<file path="config.mk">
export PLATFORM = sky130hd
export DESIGN_NAME = fetch_ctrl
export DESIGN_NICKNAME = d
export VERILOG_FILES = /design/src/rtl/fetch_ctrl_pkg.sv /design/src/rtl/fetch_fifo.sv /design/src/rtl/fetch_ctrl.sv
export SDC_FILE = /design/constraint.sdc
export NUM_CORES = 1
export LEC_CHECK = 0
export BUFFER_PORTS_ARGS = -buffer_cell sky130_fd_sc_hd__buf_2
export CORE_MARGIN = 2
export CORE_UTILIZATION = 50
export CTS_CLUSTER_DIAMETER = 40
export DETAILED_ROUTE_END_ITERATION = 8
export GPL_TIMING_DRIVEN = 0
export PLACE_DENSITY = 0.73
export SETUP_SLACK_MARGIN = 0.02
export SLEW_MARGIN = 40
export SYNTH_ARGS = -nofsm -noshare
export SYNTH_HDL_FRONTEND = slang
export SYNTH_SLANG_ARGS = --single-unit
</file>
<file path="constraint.sdc">
create_clock -name clk -period 2.4 [get_ports clk]
set_input_delay 0.48 -clock clk [delete_from_list [all_inputs] [get_ports clk]]
set_output_delay 0.48 -clock clk [all_outputs]
set_load 0.1 [all_outputs]
</file>
<file path="src/rtl/fetch_ctrl_pkg.sv">
// fetch_ctrl_pkg: shared types for the instruction fetch controller.
package fetch_ctrl_pkg;
    typedef struct packed {
        logic [31:0] pc;
        logic [31:0] inst;
    } fetch_info_t;

    typedef enum logic [1:0] {RUN, WAIT, DRAIN, HALT} fetch_state_t;

    typedef struct packed {
        fetch_info_t info;
        logic        error;
    } fetch_entry_t;
endpackage

</file>
<file path="src/rtl/fetch_fifo.sv">
// fetch_fifo: power-of-two output buffer of fetched entries with push/pop/flush and occupancy count.
module fetch_fifo
    import fetch_ctrl_pkg::*;
#(
    parameter int DEPTH = 2,
    localparam int AW = $clog2(DEPTH),
    localparam int CW = AW + 1
) (
    input  logic         clk,
    input  logic         rst,
    input  logic         push,
    input  fetch_entry_t push_entry,
    input  logic         pop,
    input  logic         flush,
    output fetch_entry_t head,
    output logic [CW-1:0] count
);
    fetch_entry_t  mem_q [DEPTH];
    fetch_entry_t  mem_d [DEPTH];
    logic [AW-1:0] wr_q, wr_d, rd_q, rd_d;
    logic [CW-1:0] cnt_q, cnt_d;

    always_comb begin
        mem_d = mem_q;
        wr_d  = wr_q;
        rd_d  = rd_q;
        cnt_d = cnt_q;
        if (flush) begin
            wr_d  = '0;
            rd_d  = '0;
            cnt_d = '0;
        end else begin
            if (push) begin
                mem_d[wr_q] = push_entry;
                wr_d        = wr_q + 1'b1;
            end
            rd_d  = pop ? rd_q + 1'b1 : rd_q;
            cnt_d = cnt_q + CW'(push) - CW'(pop);
        end
    end

    always_ff @(posedge clk or negedge rst) begin
        if (!rst) begin
            mem_q <= '{default: '0};
            wr_q  <= '0;
            rd_q  <= '0;
            cnt_q <= '0;
        end else begin
            mem_q <= mem_d;
            wr_q  <= wr_d;
            rd_q  <= rd_d;
            cnt_q <= cnt_d;
        end
    end

    assign head  = mem_q[rd_q];
    assign count = cnt_q;
endmodule

</file>
<file path="src/rtl/fetch_ctrl.sv">
// fetch_ctrl: PC owner and one-outstanding icache request sequencer feeding decode through fetch_fifo.
// Optional FETCH_PERF_EN adds perf_fetched / perf_stall counters.
module fetch_ctrl
    import fetch_ctrl_pkg::*;
#(
    parameter logic [31:0] RESET_PC   = 32'h0000_0000,
    parameter int          FIFO_DEPTH = 2
) (
    input  logic        clk,
    input  logic        rst,
    output logic        ic_req_valid,
    input  logic        ic_req_ready,
    output logic [31:0] ic_req_addr,
    input  logic        ic_rsp_valid,
    input  logic [31:0] ic_rsp_inst,
    input  logic        ic_rsp_error,
    input  logic        redirect_valid,
    input  logic [31:0] redirect_pc,
    output logic        out_valid,
    input  logic        out_ready,
    output logic [63:0] out_info,
    output logic        out_error
`ifdef FETCH_PERF_EN
    ,
    output logic [31:0] perf_fetched,
    output logic [31:0] perf_stall
`endif
);
    localparam int CW = $clog2(FIFO_DEPTH) + 1;
    localparam logic [CW-1:0] FULL = CW'(FIFO_DEPTH);
    localparam logic [CW-1:0] NEAR = CW'(FIFO_DEPTH - 1);

    fetch_state_t  state_q, state_d;
    logic [31:0]   pc_q, pc_d, addr_q, addr_d;
    logic          req_ok, push, pop;
    logic [CW-1:0] count;
    fetch_entry_t  head;

    always_comb begin
        state_d = state_q;
        pc_d    = pc_q;
        addr_d  = addr_q;
        push    = 1'b0;
        req_ok  = 1'b0;
        case (state_q)
            RUN:   req_ok = count < FULL;
            WAIT:  if (ic_rsp_valid) begin
                       push    = 1'b1;
                       state_d = ic_rsp_error ? HALT : RUN;
                       req_ok  = !ic_rsp_error && count < NEAR;
                   end
            DRAIN: state_d = ic_rsp_valid ? RUN : DRAIN;
            HALT:  state_d = HALT;
            default: state_d = RUN;
        endcase
        // A response arriving with the redirect retires the outstanding request.
        if (redirect_valid) begin
            req_ok  = 1'b0;
            push    = 1'b0;
            pc_d    = redirect_pc & ~32'h3;
            state_d = ((state_q == WAIT || state_q == DRAIN) && !ic_rsp_valid) ? DRAIN : RUN;
        end
        if (req_ok && ic_req_ready) begin
            pc_d    = pc_q + 32'd4;
            addr_d  = pc_q;
            state_d = WAIT;
        end
    end

    always_ff @(posedge clk or negedge rst) begin
        if (!rst) begin
            state_q <= RUN;
            pc_q    <= RESET_PC;
            addr_q  <= '0;
        end else begin
            state_q <= state_d;
            pc_q    <= pc_d;
            addr_q  <= addr_d;
        end
    end

    fetch_fifo #(.DEPTH(FIFO_DEPTH)) u_fifo (
        .clk       (clk),
        .rst       (rst),
        .push      (push),
        .push_entry(fetch_entry_t'({addr_q, ic_rsp_inst, ic_rsp_error})),
        .pop       (pop),
        .flush     (redirect_valid),
        .head      (head),
        .count     (count)
    );

    assign ic_req_valid = req_ok && rst;
    assign ic_req_addr  = pc_q;
    assign out_valid    = count != '0;
    assign pop          = out_valid && out_ready;
    assign out_info     = out_valid ? head.info : '0;
    assign out_error    = out_valid && head.error;

`ifdef FETCH_PERF_EN
    logic [31:0] fetched_q, fetched_d, stall_q, stall_d;

    always_comb begin
        fetched_d = fetched_q + {31'd0, pop};
        stall_d   = stall_q + {31'd0, state_q == RUN && count >= FULL};
    end

    always_ff @(posedge clk or negedge rst) begin
        if (!rst) begin
            fetched_q <= '0;
            stall_q   <= '0;
        end else begin
            fetched_q <= fetched_d;
            stall_q   <= stall_d;
        end
    end

    assign perf_fetched = fetched_q;
    assign perf_stall   = stall_q;
`endif
endmodule

</file>
==> results of run 1 <==
## cells by family after synthesis
family	count (synthesis)
flip-flops	192
buffers and inverters	53
XOR/XNOR	20
AO/OA/AOI/OAI	48
other	1
adder cells (fa/ha/maj)	7
AND/OR/NAND/NOR	174
multiplexers	221
## layer usage
metal / part of all wire / vias to the layer above
met5: 0 / -
met4: 0.014 / 0
met3: 0.053 / 23
met2: 0.48 / 191
met1: 0.45 / 3094
li1: - / 2910
## cell type report
type | count | share of cell area
tap | 225 | 0.0252
multi-input combinational | 474 | 0.365
sequential | 192 | 0.430
inverter | 12 | 0.00436
timing repair buffer | 174 | 0.101
clock inverter | 15 | 0.0135
buffer | 40 | 0.0224
clock buffer | 17 | 0.0380
## power groups by stage
stage	registers [mW]	clock network [mW]	logic, mW
after floorplan	5.31	0	6.06
after global placement	5.09	0	7.55
after detailed placement	5.14	0	7.67
after CTS	5.14	2.82	8.13
after global routing	5.28	2.97	8.58
final	5.12	2.76	8.12
## layout by cell type (no fill, tap or decap), drive strengths merged, types with 13 or more instances in the layout
cell type | Yosys | layout
buf | 30 | 204
dfrtp | 192 | 192
mux2 | 156 | 156
nor2 | 74 | 74
mux2i | 65 | 65
nand2 | 37 | 37
clkbuf | 11 | 27
o21ai | 18 | 18
inv | 12 | 17
nand4 | 13 | 13
## through the flow
step / hold WS, ns / utilization / std cells / area (um2)
global placement: 0.466 / 0.587 / 1106 / 10200
detailed placement: 0.463 / 0.591 / 1108 / 10300
floorplan: 0.184 / - / 719 / 9140
finish: -0.0184 / 0.643 / 1149 / 11200
CTS: 0.00133 / 0.640 / 1144 / 11100
global route: 0.0156 / 0.643 / 1149 / 11200
## state kept, by name (all words and copies together), names as in the netlist
signal	count
u_fifo.wr_q	1
u_fifo.count	2
state_q	2
u_fifo.mem_q	126
addr_q	30
u_fifo.rd_q	1
ic_req_addr	30
## worst max-delay path, delay by kind of cell, from the launching register on
| family | cells | cell delay (ns) |
|---|---|---|
| compound gates | 1 | 0.16 |
| simple gates | 2 | 0.39 |
| flops | 1 | 0.44 |
| fa+ha+maj | 1 | 0.15 |
| buf+inv | 2 | 0.26 |
## what timing repair did
item	4_1_cts	5_1_grt
gates resized for setup	88	3
setup buffers	5	5
endpoints found under the setup margin	125	25
hold endpoints to repair	0	0
pin swaps	2	0
## worst min-delay path by stage
stage | endpoint | cells past startpoint
3_5_place_dp | u_fifo.mem_q[104]$_DFFE_PN0P_ | 1
2_1_floorplan | addr_q[10]$_DFFE_PN0P_ | 0
4_1_cts | u_fifo.mem_q[104]$_DFFE_PN0P_ | 1
6_report | u_fifo.mem_q[104]$_DFFE_PN0P_ | 1
3_3_place_gp | u_fifo.mem_q[91]$_DFFE_PN0P_ | 1
5_1_grt | u_fifo.mem_q[104]$_DFFE_PN0P_ | 1
==> run_results.csv, run 1 <==
group,metric,value,unit
final_layout,syn_to_final_growth,25.0,%
global_routing,grt_start_max_net_pins,72,
power,seqPwrFrac,0.320,
synth,synth-seq-cells,192,
run_status,status,"finished with violations",
timing,grt_setup_unrepaired,"no",
global_routing,grt-busiest-layer,"met2",
timing,period_share,0.964,
final_layout,area.sequential,4810,um2
synth,yosys_warnings,0,
final_layout,nets,989,
power,switchingPower,7.65,mW
synth,synth_enable_flop_cells,0,
die,num_rows,48,
job,cap_violations,0,
timing,fin_crit,2.31,ns
clock_tree,cts.path.max_buffers,2,
synth,synth_common_cells,"192 x dfrtp_1, 123 x mux2_2, 74 x nor2_1",
die,dieArea,19000,um2
routing,vias_per_cell,5.41,
timing,hold_ws,-0.0184,ns
power,clkPwrFrac,0.173,
global_routing,grt_pass1_wl,32.2,mm
clock_tree,cts_buffers,17,
synth,yosysMostFrequentCell,"dfrtp_1",
setup_path,r2r_cells,8,
timing,setup_slack,0.0873,ns
die,initial_utilization,0.514,
clock_tree,cts.sinks,192,
timing,setup_viol,0,
routing,ant_nets,0,
synth,synth_compound_area_frac,0.0391,
setup_path,crit_path_end,"ic_req_valid",
power,p_leak,5.19,nW
clock_tree,path_clk_slew,0.07,ns
setup_path,rrSetupSlack,0.12,ns
routing,drt-total-wl,20.1,mm
power,combPwrFrac,0.508,
place,gp_routability_congestion,0.883,
final_layout,n_antenna_cell,0,
synth,synthMuxAreaShare,0.269,
setup_path,critPathMaxFanout,5,
timing,slew_violations,0,
final_layout,nFillCells,1382,
clock_tree,cts.hold.buffers_added,0,
routing,avgRoutedWirePerCell,17.5,um
synth,synth.avg_cell_area,12.5,um2
power,switching_share,0.478,
timing,hold_violations,11,
die,io_pins,170,
synth,synthTopCellsByArea,"dfrtp_1 54%, mux2_2 15%, mux2i_1 7.3%",
global_routing,track_usage,0.221,
timing,fin_setup_tns,0,ns
synth,async_reset_ff_frac,1.00,
final_layout,drive_above_1_share,0.487,
place,place_ws,-0.186,ns
setup_path,rr_startpoint,"state_q[1]$_DFFE_PN0P_",
synth,synth_xor_area_frac,0.0196,
setup_path,required,1.92,ns
clock_tree,clock_latency,0.43,ns
setup_path,start_kind,"flip-flop",
synth,syn_area,8950,um2
die,coreArea,17400,um2
routing,drt-pass1-iter-count,4,
synth,synth_fa_ha_area_frac,0.00978,
setup_path,cp_cell_sequence,"inv_2 -> ha_4 -> nand4bb_4 -> a21oi_4 -> and3_2 -> buf_12",
run_status,violations,"hold timing",
die,die_h,138,um
global_routing,gr-usage-met2,0.363,
place,hpwlAfterDp,14.4,mm
power,power.internal,8.35,mW
synth,synth-seq-area-share,0.537,
global_routing,antenna_found_initial,0,
setup_path,end_kind,"primary output",
setup_path,cp.arrival,1.83,ns
clock_tree,root_buffer,"clkbuf_16",
power,power,16.0,mW
setup_path,startpoint,"state_q[1]$_DFFE_PN0P_",
global_routing,use_met3,0.0350,
place,port_buffers,162,
global_routing,met1_usage,0.308,
setup_path,max_stage_delay,0.44,ns
die,die_w,138,um
synth,synthFlopType,"dfrtp_1",
timing,clock.fmax,432,MHz
routing,vias,6218,
timing,worst_pin_slew,0.601,ns
synth,netlist_instances,716,
synth,synth_top_area_frac,0.537,
clock_tree,htree_levels,4,
synth,synth_cell_types,50,
global_routing,grt_overflow_total,0,
min_path,hold_class,"in2async",
power,p_per_area,1430,nW/um2
routing,first_iter_violations,259,
timing,slew_headroom,0.599,
clock_tree,cts_tree,"done",
setup_path,crit_slowest_cell,"dfrtp_2",
routing,drcViolationCount,0,
final_layout,multi_input_area,4090,um2
timing,skew,0.00764,ns
setup_path,r2r-end,"addr_q[10]$_DFFE_PN0P_",
setup_path,path_class,"reg2out",
power,worst_ir_drop_vdd,1110,uV
synth,yosys.area.top_type,"dfrtp_1",
synth,yosys.area_share.simple,0.0956,
synth,synth_top_family_by_area,"multiplexers",
global_routing,grt_pass1_vias,6225,
Power figures use the tool's default switching activity.
==> run 2, diff against run 1 <==
--- a/config.mk
+++ b/config.mk
@@ -11,6 +11,7 @@
 export CTS_CLUSTER_DIAMETER = 40
 export DETAILED_ROUTE_END_ITERATION = 8
 export GPL_TIMING_DRIVEN = 0
+export MAX_ROUTING_LAYER = met4
 export PLACE_DENSITY = 0.73
 export SETUP_SLACK_MARGIN = 0.02
 export SLEW_MARGIN = 40
==> run 2 against run 1 <==
The flow still finishes with violations (hold timing). First-iteration DRC count increased by 16%. Non-clock buffer count unchanged. Core utilization unchanged. Sequential cell count unchanged. Clock-buffer cell count unchanged. Design area unchanged. Maximum frequency decreased by 0.32%. Critical endpoint unchanged. Highest routed layer unchanged.
==> run_results.csv, run 2 (same netlist as run 1, synthesis figures left out) <==
group,metric,value,unit
final_layout,largest_reg_flops,126,
final_layout,mostFrequentLayoutCell,"dfrtp_1",
setup_path,critPathMaxFanout,5,
timing,period_share,0.967,
timing,skew,0.00743,ns
clock_tree,cts_buffers,17,
timing,hold_violations,11,
job,cap_violations,0,
global_routing,track_usage,0.228,
power,worst_ir_drop_vdd,1110,uV
timing,slew_violations,0,
routing,ant_nets,0,
routing,drcViolationCount,0,
global_routing,grt_pass1_wl,32.2,mm
global_routing,grt_pass1_vias,6194,
global_routing,grt_overflow_total,0,
final_layout,drive_above_1_share,0.487,
global_routing,grt_start_max_net_pins,72,
final_layout,postLayoutCoreUtil,0.643,
final_layout,syn_to_final_growth,25.0,%
final_layout,layout_common_cells,"189 x dfrtp_1, 123 x mux2_2, 116 x buf_2",
place,port_buffers,162,
power,p_leak,5.19,nW
die,coreArea,17400,um2
clock_tree,cts_tree,"done",
clock_tree,cts.hold.buffers_added,0,
run_status,status,"finished with violations",
place,placed_cells,1108,
global_routing,antenna_found_initial,0,
timing,fin_crit,2.32,ns
place,gp_routability_congestion,0.898,
setup_path,end_kind,"primary output",
final_layout,top_register,"u_fifo.mem_q",
timing,hold_ws,-0.0201,ns
final_layout,nets,989,
timing,slew_headroom,0.601,
setup_path,path_class,"reg2out",
die,io_pins,170,
die,num_rows,48,
setup_path,required,1.92,ns
die,die_h,138,um
power,p_per_area,1430,nW/um2
die,initial_utilization,0.514,
clock_tree,path_clk_slew,0.07,ns
clock_tree,cts.sinks,192,
timing,worst_pin_slew,0.599,ns
clock_tree,htree_levels,4,
setup_path,start_kind,"flip-flop",
power,power,16.0,mW
die,die_w,138,um
clock_tree,root_buffer,"clkbuf_16",
clock_tree,cts.path.max_buffers,2,
routing,first_iter_violations,301,
routing,drt-total-wl,20.1,mm
routing,drt-pass1-iter-count,5,
clock_tree,clock_latency,0.43,ns
timing,setup_viol,0,
routing,avgRoutedWirePerCell,17.5,um
setup_path,cp.arrival,1.84,ns
min_path,hold_class,"in2async",
final_layout,stdcell_count,1149,
place,hpwlAfterDp,14.4,mm
timing,grt_setup_unrepaired,"no",
final_layout,n_antenna_cell,0,
timing,clock.fmax,431,MHz
routing,vias_per_cell,5.37,
routing,vias,6174,
die,dieArea,19000,um2
run_status,violations,"hold timing",
==> run 2: metal layers <==
| metal | GRT usage | up-vias | part of all wire |
|---|---|---|---|
| met1 | 0.310 | 3063 | 0.45 |
| met4 | 0.0584 | 0 | 0.012 |
| met3 | 0.0338 | 21 | 0.053 |
| met2 | 0.363 | 184 | 0.48 |
| li1 | - | 2906 | - |
| met5 | - | - | 0 |
==> run 2: worst paths after layout <==
check,from,end,slack (ns),depth (start not counted)
max,state_q[1]$_DFFE_PN0P_,ic_req_valid,0.08,6
min,rst,u_fifo.mem_q[104]$_DFFE_PN0P_,-0.02,1
max reg2reg,state_q[1]$_DFFE_PN0P_,addr_q[10]$_DFFE_PN0P_,0.11,8
min reg2reg,u_fifo.mem_q[96]$_DFFE_PN0P_,u_fifo.mem_q[96]$_DFFE_PN0P_,0.49,1
max in group asynchronous,rst,u_fifo.mem_q[7]$_DFFE_PN0P_,1.40,3
min in group clk,redirect_pc[4],ic_req_addr[4]$_DFFE_PN0P_,0.26,3
==> run 2: timing repair <==
item                                    CTS  global route
buffers inserted                          5             5
pin swaps                                 2             0
gates resized for setup                  88             3
endpoints found under the setup margin  125            26
==> run 2: power by group <==
group	total [mW]	internal, mW	leakage, nW	switching (mW)
registers	5.12	4.37	2.45	0.744
clock network	2.77	1.46	0.279	1.30
logic	8.12	2.51	2.46	5.61
total	16.0	8.35	5.19	7.66
==> run 2: stage by stage <==
stage	worst slack [ns]	TNS [ns]	cell area, um2
after floorplan	0.0105	0	9140
after global placement	-2.93	-454.20	10200
after detailed placement	-0.186	-7.87	10300
after CTS	0.0283	0	11100
after global routing	0.0181	0	11200
final	0.0800	0	11200
==> run 2: cell type report <==
cell class / instances / area (um2)
buffer: 40 / 250
clock buffer: 17 / 425
clock inverter: 15 / 151
fill: 1382 / 6230
inverter: 12 / 48.8
multi-input combinational: 474 / 4090
sequential: 192 / 4810
tap: 225 / 282
timing repair buffer: 174 / 1130
==> run 2: worst max-delay path, cell delays in order (launching register included) <==
cell and delay [ns]:
dfrtp_2 0.44, inv_2 0.08, ha_4 0.15, nand4bb_4 0.16
a21oi_4 0.16, and3_2 0.24, buf_12 0.18
